<file path="src/rtl/irq_sched_pkg.sv">
// Shared types and helpers for the interrupt priority scheduler.
//   st_e       : scheduler FSM state encoding
//   *_DEF      : default sizing for N_SRC, PRI_W, ID_W
//   MAX_SRC/MAX_PRI_W : upper bounds for the flat priority bus helper
//   pri_field  : extracts source idx's priority from a zero-extended flat bus
package irq_sched_pkg;

    localparam int N_SRC_DEF = 8;
    localparam int PRI_W_DEF = 3;
    localparam int ID_W_DEF  = $clog2(N_SRC_DEF);

    localparam int MAX_SRC   = 32;
    localparam int MAX_PRI_W = 8;

    typedef enum logic [1:0] {
        IDLE    = 2'd0,
        ARB     = 2'd1,
        REQ     = 2'd2,
        SERVICE = 2'd3
    } st_e;

    // The bus is passed zero-extended to the maximum size so one function
    // serves every instance width; the field is returned zero-extended too.
    function automatic logic [MAX_PRI_W-1:0] pri_field(
        input logic [MAX_SRC*MAX_PRI_W-1:0] bus,
        input int                           idx,
        input int                           w
    );
        logic [MAX_SRC*MAX_PRI_W-1:0] sh;
        logic [MAX_PRI_W-1:0]         mask;
        sh   = bus >> (idx * w);
        mask = (MAX_PRI_W'(1) << w) - MAX_PRI_W'(1);
        return sh[MAX_PRI_W-1:0] & mask;
    endfunction

endpackage

</file>
<file path="src/rtl/irq_prio_select.sv">
// Combinational winner selection among candidate sources.
//   cand    : candidate mask (pending, enabled, above threshold)
//   pri_bus : flat per-source priority, source i at [i*PRI_W +: PRI_W]
//   valid   : at least one candidate
//   id      : winning index (highest priority, lowest index on ties)
//   pri     : priority of the winner
module irq_prio_select
    import irq_sched_pkg::*;
#(
    parameter int N_SRC = N_SRC_DEF,
    parameter int PRI_W = PRI_W_DEF,
    parameter int ID_W  = $clog2(N_SRC)
) (
    input  logic [N_SRC-1:0]       cand,
    input  logic [N_SRC*PRI_W-1:0] pri_bus,
    output logic                   valid,
    output logic [ID_W-1:0]        id,
    output logic [PRI_W-1:0]       pri
);

    logic [MAX_SRC*MAX_PRI_W-1:0] bus_ext;
    logic [MAX_PRI_W-1:0]         best_pri;
    logic [MAX_PRI_W-1:0]         cur_pri;

    assign bus_ext = (MAX_SRC*MAX_PRI_W)'(pri_bus);

    // Scanning upward and replacing only on strictly greater priority keeps
    // the lowest index on ties.
    always_comb begin
        valid    = 1'b0;
        id       = '0;
        best_pri = '0;
        cur_pri  = '0;
        for (int i = 0; i < N_SRC; i++) begin
            cur_pri = pri_field(bus_ext, i, PRI_W);
            if (cand[i] && (!valid || (cur_pri > best_pri))) begin
                valid    = 1'b1;
                id       = ID_W'(i);
                best_pri = cur_pri;
            end
        end
        pri = best_pri[PRI_W-1:0];
    end

endmodule

</file>
<file path="src/rtl/irq_prio_sched.sv">
// Interrupt priority scheduler: latches source events, picks the best
// eligible source and hands it to the CPU with a req/ack/EOI handshake.
//   pclk, prst    : clock, synchronous active-high reset
//   glb_en        : global interrupt enable
//   irq_src       : raw source lines (synchronous to pclk)
//   irq_en        : per-source enable
//   irq_edge      : 1 = rising-edge trigger, 0 = level-high
//   irq_pri       : flat per-source priority bus
//   pri_thresh    : only priorities strictly above this are eligible
//   irq_req       : request to CPU
//   irq_id        : winner index, held through REQ and SERVICE
//   irq_pri_out   : winner priority
//   irq_ack       : CPU accept pulse (honoured in REQ only)
//   irq_eoi       : end-of-interrupt pulse (honoured in SERVICE only)
//   pend_status   : pending register
//   busy          : high while in SERVICE
//
// state   | meaning
// IDLE    | waiting for an eligible source while globally enabled
// ARB     | winner latched, one-cycle re-check before requesting
// REQ     | irq_req high, waiting for ack or withdrawal
// SERVICE | CPU handling the interrupt, waiting for EOI
module irq_prio_sched
    import irq_sched_pkg::*;
#(
    parameter int N_SRC = N_SRC_DEF,
    parameter int PRI_W = PRI_W_DEF,
    parameter int ID_W  = $clog2(N_SRC)
) (
    input  logic                   pclk,
    input  logic                   prst,
    input  logic                   glb_en,
    input  logic [N_SRC-1:0]       irq_src,
    input  logic [N_SRC-1:0]       irq_en,
    input  logic [N_SRC-1:0]       irq_edge,
    input  logic [N_SRC*PRI_W-1:0] irq_pri,
    input  logic [PRI_W-1:0]       pri_thresh,
    output logic                   irq_req,
    output logic [ID_W-1:0]        irq_id,
    output logic [PRI_W-1:0]       irq_pri_out,
    input  logic                   irq_ack,
    input  logic                   irq_eoi,
    output logic [N_SRC-1:0]       pend_status,
    output logic                   busy
);

    st_e                          state;
    logic [N_SRC-1:0]             pend;
    logic [N_SRC-1:0]             pend_nxt;
    logic [N_SRC-1:0]             src_q;
    logic [N_SRC-1:0]             cand;
    logic [MAX_SRC*MAX_PRI_W-1:0] bus_ext;
    logic [MAX_PRI_W-1:0]         pri_i;
    logic                         ack_clr;
    logic                         sel_valid;
    logic [ID_W-1:0]              sel_id;
    logic [PRI_W-1:0]             sel_pri;

    assign bus_ext     = (MAX_SRC*MAX_PRI_W)'(irq_pri);
    assign pend_status = pend;
    assign ack_clr     = (state == REQ) && irq_ack;

    // Unsigned compare against the threshold: priority 0 never qualifies.
    always_comb begin
        cand  = '0;
        pri_i = '0;
        for (int i = 0; i < N_SRC; i++) begin
            pri_i   = pri_field(bus_ext, i, PRI_W);
            cand[i] = pend[i] & irq_en[i] & (pri_i > MAX_PRI_W'(pri_thresh));
        end
    end

    // Edge bits: a new rising edge beats a same-cycle ack clear.
    // Level bits simply follow the line one cycle late.
    always_comb begin
        pend_nxt = pend;
        for (int i = 0; i < N_SRC; i++) begin
            if (irq_edge[i]) begin
                pend_nxt[i] = (irq_src[i] & ~src_q[i])
                            | (pend[i] & ~(ack_clr && (irq_id == ID_W'(i))));
            end else begin
                pend_nxt[i] = irq_src[i];
            end
        end
    end

    always_ff @(posedge pclk) begin
        if (prst) begin
            pend  <= '0;
            src_q <= '0;
        end else begin
            pend  <= pend_nxt;
            src_q <= irq_src;
        end
    end

    irq_prio_select #(
        .N_SRC (N_SRC),
        .PRI_W (PRI_W),
        .ID_W  (ID_W)
    ) u_select (
        .cand    (cand),
        .pri_bus (irq_pri),
        .valid   (sel_valid),
        .id      (sel_id),
        .pri     (sel_pri)
    );

    always_ff @(posedge pclk) begin
        if (prst) begin
            state       <= IDLE;
            irq_req     <= 1'b0;
            irq_id      <= '0;
            irq_pri_out <= '0;
            busy        <= 1'b0;
        end else begin
            case (state)
                IDLE: begin
                    if (glb_en && sel_valid) begin
                        irq_id      <= sel_id;
                        irq_pri_out <= sel_pri;
                        state       <= ARB;
                    end
                end
                ARB: begin
                    if (glb_en && cand[irq_id]) begin
                        irq_req <= 1'b1;
                        state   <= REQ;
                    end else begin
                        state   <= IDLE;
                    end
                end
                REQ: begin
                    // Ack takes precedence over a same-cycle withdrawal.
                    if (irq_ack) begin
                        irq_req <= 1'b0;
                        busy    <= 1'b1;
                        state   <= SERVICE;
                    end else if (!glb_en || !cand[irq_id]) begin
                        irq_req <= 1'b0;
                        state   <= IDLE;
                    end
                end
                SERVICE: begin
                    if (irq_eoi) begin
                        busy  <= 1'b0;
                        state <= IDLE;
                    end
                end
                default: begin
                    irq_req <= 1'b0;
                    busy    <= 1'b0;
                    state   <= IDLE;
                end
            endcase
        end
    end

endmodule

</file>
<file path="config.mk">
export PLATFORM = sky130hd
export DESIGN_NAME = irq_prio_sched
export DESIGN_NICKNAME = d
export VERILOG_FILES = /design/src/rtl/irq_sched_pkg.sv /design/src/rtl/irq_prio_select.sv /design/src/rtl/irq_prio_sched.sv
export SDC_FILE = /design/constraint.sdc
export NUM_CORES = 1
export LEC_CHECK = 0
export ABC_CLOCK_PERIOD_IN_PS = 12900
export BUFFER_PORTS_ARGS = -buffer_cell sky130_fd_sc_hd__buf_4
export CAP_MARGIN = 25
export CORE_ASPECT_RATIO = 1.25
export CORE_MARGIN = 2
export CORE_UTILIZATION = 44
export CTS_BUF_LIST = sky130_fd_sc_hd__clkbuf_8 sky130_fd_sc_hd__clkbuf_16
export DETAILED_ROUTE_END_ITERATION = 8
export GPL_TIMING_DRIVEN = 0
export PLACE_DENSITY = 0.76
export SETUP_SLACK_MARGIN = 0.1
export SLEW_MARGIN = 5
export SYNTH_ARGS = -nofsm -noshare
export SYNTH_HDL_FRONTEND = slang
export SYNTH_HIERARCHICAL = 1
export SYNTH_SLANG_ARGS = --single-unit
</file>
<file path="constraint.sdc">
create_clock -name pclk -period 12.9 [get_ports pclk]
set_input_delay 0 -clock pclk [delete_from_list [all_inputs] [get_ports pclk]]
set_output_delay 0 -clock pclk [all_outputs]
set_load 0.005 [all_outputs]
</file>
# Word level (Yosys, flattened, before mapping)
# Cells that the tools add are included.
[word_totals]
output_inout_bits = 16
input_bits = 56
reg_bits = 26
word_cells = 183
[op_classes]
magnitude_cmp = 16
reduce_logical = 43
bitwise = 56
n_eq_ne = 15
muxes = 46
[ops]
columns = ["op", "count"]
rows = [
  ["$gt 3x8->1", 7],
  ["$mux 8", 6],
  ["$and 1x1->1", 32],
  ["$gt 3x3->1", 8],
  ["$mux 3", 8],
  ["$mux 1", 23],
  ["$logic_and 1x1->1", 18],
  ["$not 1->1", 16],
  ["$eq 3x3->1 const B", 4],
  ["$mux 2", 5],
  ["$logic_not 1->1", 9],
  ["$reduce_and 3->1", 3],
  ["$logic_or 1x1->1", 8],
  ["$ne 2x2->1 const B", 4],
  ["$or 1x1->1", 8],
  ["$pmux 2 s4", 1],
  ["$eq 3x2->1 const B", 2],
  ["$eq 2x2->1 const B", 2],
  ["$lt 3x4->1 const B", 1],
  ["$pmux 1 s2", 2],
  ["$reduce_bool 2->1", 2],
  ["$bmux 1 s3", 1],
  ["$eq 3x1->1 const B", 1],
  ["$logic_not 3->1", 1],
  ["4 further kinds", 4],
]

# Longest topological paths before layout
[logic_depth]
word_depth = 34
ltp_mapped = 50
mapped_depth_nobuf = 49

# By module
# The synthesis kept the hierarchy.
[by_module_without_submodules]
columns = ["mod", "instances", "seq_area_each_um2", "area_each_um2", "cells_per_inst"]
rows = [
  ["irq_prio_sched", 1, 520.5, 1666.6, 204],
  ["irq_prio_select", 1, 0.0, 1061.0, 146],
]

# Least setup slack after synthesis
# Ideal clock, no wire load.
[synth_path]
path_kind = "input port to flip-flop"
start = "in pri_thresh[1]"
end = "reg irq_pri_out[2]"
t_required_ns = 12.773
path_stages = 50
arrival_time_ns = 8.758
path_slack_ns = 4.015
cell_sequence = "inv_1 > ha_1 > nor2b_1 > nor3_1 > nor2_1 > buf_6 > nand2_1 > ha_1 > and3b_1 > o21ai_1 > a21oi_1 > or2_2 > ha_1 > and3_1 > a21oi_1 > o21a_1 > o31ai_1 > ha_1 > [14 not listed] > o21ai_2 > mux2i_1 > a31o_2 > ha_1 > nor2b_1 > o21ai_0 > a32oi_1 > o21ai_2 > mux2_2 > ha_1 > nor2b_1 > o21ai_0 > a32oi_1 > o21ai_2 > nor3b_1 > a211oi_2 > mux2i_1 > nor2_1"
[synth_lines]
columns = ["element", "line", "text"]
rows = [
  ["start, declared", "irq_prio_sched.sv:37", "input logic [PRI_W-1:0] pri_thresh,"],
  ["$gt 3x3->1 (*)", "irq_prio_sched.sv:69", "cand[i] = pend[i] & irq_en[i] & (pri_i > MAX_PRI_W'(pri_thresh));"],
  ["$and 1x1->1 (*)", "irq_prio_sched.sv:69", ""],
  ["net cand[0]", "irq_prio_sched.sv:51", "logic [N_SRC-1:0] cand;"],
  ["$mux 3 / $mux 1 (equally long branches)", "irq_prio_select.sv:36", "if (cand[i] && (!valid || (cur_pri > best_pri))) begin"],
  ["$gt 3x8->1 / $logic_not 1->1 (equally long branches)", "irq_prio_select.sv:36", ""],
  ["$logic_or 1x1->1", "irq_prio_select.sv:36", ""],
  ["$logic_and 1x1->1", "irq_prio_select.sv:36", ""],
  ["$mux 8 / $mux 1 (equally long branches)", "irq_prio_select.sv:36", ""],
  ["[17 not listed]", "n/a", ""],
  ["$logic_or 1x1->1", "irq_prio_select.sv:36", ""],
  ["$logic_and 1x1->1", "irq_prio_select.sv:36", ""],
  ["$mux 8 / $mux 1 (equally long branches)", "irq_prio_select.sv:36", ""],
  ["$gt 3x8->1 / $logic_not 1->1 (equally long branches)", "irq_prio_select.sv:36", ""],
  ["$logic_or 1x1->1", "irq_prio_select.sv:36", ""],
  ["$logic_and 1x1->1", "irq_prio_select.sv:36", ""],
  ["$mux 3 (*)", "irq_prio_select.sv:36", ""],
  ["net sel_pri[2]", "irq_prio_sched.sv:57", "logic [PRI_W-1:0] sel_pri;"],
  ["end signal, assigned", "irq_prio_sched.sv:121", "irq_pri_out <= sel_pri;"],
  ["end, declared", "irq_prio_sched.sv:40", "output logic [PRI_W-1:0] irq_pri_out,"],
]
# Mark *: on every way through the listed nets, which the timed path passes. The rest lies on a longest branch.
# A chain may end at the register's enable or synchronous reset.

# Worst setup path after layout
[layout_path]
start = "in pri_thresh[1]"
end = "reg irq_pri_out[1]"
# Same word-level chain as after synthesis.

==> flow_metrics.py <==
metrics = {
    "outcome": {
        "outcome": "finished clean",
    },
    "synthesis": {
        "synth_seq_cells": 26,
        "syn_area_um2": 2730,
        "synth_edf_count": 0,
        "syn-num-nets": 451,
        "synth_warnings": 6,
        "synth.area.top_cells": "ha_1 21%, dfxtp_1 19%, nand2_1 6.2%, nor2b_1 5.0%, nor2_1 4.7%",
        "yosysTopAreaCellShare_pct": 20.6,
        "syn_avg_cell_area_um2": 7.79,
        "ys_seq_area_share_pct": 19.1,
        "synthCells": 350,
        "synthDistinctLibCells": 54,
        "synthTopCellsByCount": "45 x ha_1, 45 x nand2_1, 34 x nor2_1",
        "ys.flop_type": "dfxtp_1",
        "async_reset_ff_share_pct": 0,
        "yosysTopAreaCell": "ha_1",
    },
    "clock_tree": {
        "postCtsSetupRepairBufs": 0,
        "tritoncts": "done",
        "cts_root_buf": "clkbuf_8",
        "post_cts_resized": 0,
        "clk_path_buf_depth": 2,
        "clock_latency_ns": 0.27,
        "cts.sink_count": 26,
        "cts_buffers": 3,
        "cts_max_level": 1,
        "path_clk_slew_ns": 0.09,
    },
    "floorplanning": {
        "fp.dieW_um": 74.4,
        "die_area_um2": 6850,
        "dieHeight_um": 92.0,
        "initial_core_util_pct": 44.8,
        "fp.coreArea_um2": 6090,
        "ios": 72,
        "num_rows": 32,
    },
    "route": {
        "vias_per_cell": 5.54,
        "wirelength_um": 7480,
        "drt_iter0_markers": 147,
        "wl_per_cell_um": 14.4,
        "vias": 2885,
        "route.detailed.drc": 0,
        "antenna_left": 0,
        "drt_first_pass_iters": 4,
    },
    "place": {
        "gp_congestion": 0.910,
        "hpwl_um": 6170,
        "postPlaceCellArea_um2": 3370,
        "io_buffers": 71,
        "placed_cells": 506,
    },
    "power_and_ir_drop": {
        "leakage_nw": 1.66,
        "cellPowerDensity_nw_per_um2": 69.2,
        "peakVddDrop_v": 0.0000693,
    },
    "layout": {
        "multi_input_area_um2": 2060,
        "stdcell_count": 521,
        "antenna_cells": 0,
        "nFillCells": 606,
        "nNetsFinal": 538,
        "seq_area_um2": 520,
        "drive_gt1_share_pct": 23.2,
        "design_area_um2": 3530,
        "syn_to_final_growth_pct": 29.5,
    },
    "global_routing": {
        "grt_use_total_pct": 22.8,
        "antenna_found_initial": 0,
        "grt_pass1_wl_um": 12500,
        "grt_pass1_vias": 2877,
        "grt_max_degree": 15,
        "grt.overflow.total": 0,
    },
    "worst_setup_path": {
        "cp-start-kind": "input pin",
        "worst_ep_arrival_time_ns": 10.51,
        "crit_type": "input pin to flop",
        "slowest_stage": "o21ai_2",
        "path_common_cell": "ha_1",
        "max_stage_delay_ns": 0.39,
        "required_ns": 13.11,
        "end_kind": "flop",
        "crit_path_max_fanout": 10,
    },
    "sta": {
        "rsz0062_at_grt": "false",
        "max_slew_margin_pct": 54.8,
        "fin_skew_ns": 0.00195,
        "slew_viol_final": 0,
        "hold_viol_final": 0,
        "fin_crit_ns": 10.30,
        "tns_ns": 0,
        "worstMarginPinSlew_ns": 0.673,
        "setup_violations": 0,
        "min_period_over_period_pct": 79.8,
        "max_freq_mhz": 97.1,
    },
    "flow_run": {
        "drv_cap": 0,
    },
    "worst_hold_path": {
        "hold_path.class": "input pin to flop",
    },
}
-- worst paths after layout --
check | startpoint | end | slack [ns] | depth (start not counted)
setup / recovery | pri_thresh[1] | irq_pri_out[1]$_SDFFE_PP0P_ | 2.60 | 51
hold / removal | irq_edge[2] | pend_status[2]$_SDFF_PP0_ | 0.007 | 3
setup reg to reg | pend_status[0]$_SDFF_PP0_ | irq_pri_out[1]$_SDFFE_PP0P_ | 2.71 | 47
hold reg to reg | src_q[2]$_SDFF_PP0_ | pend_status[2]$_SDFF_PP0_ | 0.47 | 3
-- where the power goes --
| part | internal, mW | leakage, nW | switching [mW] |
|---|---|---|---|
| sequential | 0.0849 | 0.214 | 0.00388 |
| clock | 0.0273 | 0.0288 | 0.0247 |
| combinational | 0.0511 | 1.41 | 0.0526 |
| total | 0.163 | 1.66 | 0.0812 |
-- repair_timing --
item                                    CTS  global route
hold buffers                             11             0
endpoints found under the hold margin    11             0
endpoints found under the setup margin    0             0
-- critical path: cells and delay by family --
family	cells	cell delay, ns
adders and majority gates	8	2.35
muxes	2	0.53
AOI/OAI and AO/OA	22	4.58
and+or+nand+nor	16	2.55
buffers and inverters	3	0.51
-- flip-flops by register name (all words and copies together), names as in the netlist --
signal and flops:
irq_id 3, state 2, src_q 8, irq_pri_out 3, pend_status 8, irq_req 1
busy 1
-- cells by family (layout without fill, tap and decap cells) --
logic type	count (synthesis)	after routing	share of synthesized area, %
AO/OA/AOI/OAI	84	84	23.4
multiplexers	12	12	4.68
adder cells (fa/ha/maj)	45	45	20.6
AND/OR/NAND/NOR	147	147	26.8
buffers and inverters	36	122	5.37
flip-flops	26	26	19.1
-- per-stage QoR --
| stage | power (mW) | hold slack [ns] | setup slack, ns | util [%] |
|---|---|---|---|---|
| finish | 0.245 | 0.00676 | 2.60 | 58.0 |
| detailed placement | 0.191 | 0.249 | 2.50 | 55.3 |
| floorplan | 0.153 | 0.0833 | 4.01 | - |
| global placement | 0.187 | 0.247 | 2.65 | 55.3 |
| global route | 0.261 | 0.00370 | 1.81 | 58.0 |
| CTS | 0.246 | 0.00115 | 2.68 | 58.0 |
-- placed cells by master (no fill, tap or decap), drive strengths merged, types with 4 or more instances in the layout --
cell         netlist  routed
buf                4      75
nand2             45      45
ha                45      45
nor2              35      35
inv               29      29
dfxtp             26      26
nor2b             22      22
o21ai             16      16
o31ai             11      11
dlygate4sd3        0      11
a21oi             10      10
nor3              10      10
mux2i              9       9
nand3              8       8
o311ai             8       8
o211ai             7       7
clkbuf             3       7
a32oi              6       6
a31oi              6       6
and2               6       6
o2111ai            4       4
nand3b             4       4
o21a               4       4
-- area by class of cell --
class	count	area share (%)
tap	85	3.01
sequential	26	14.7
buffer	7	1.06
timing repair buffer	82	18.2
multi-input combinational	288	58.3
clock buffer	4	1.56
inverter	29	3.08
-- layer usage --
layer	routed length [um]	up-vias	GRT usage, %
met1	3040	1335	27.0
met5	0	-	0
met4	150	0	7.74
met3	367	10	1.10
met2	3930	85	42.4
li1	-	1455	-
Power figures use the tool's default switching activity.
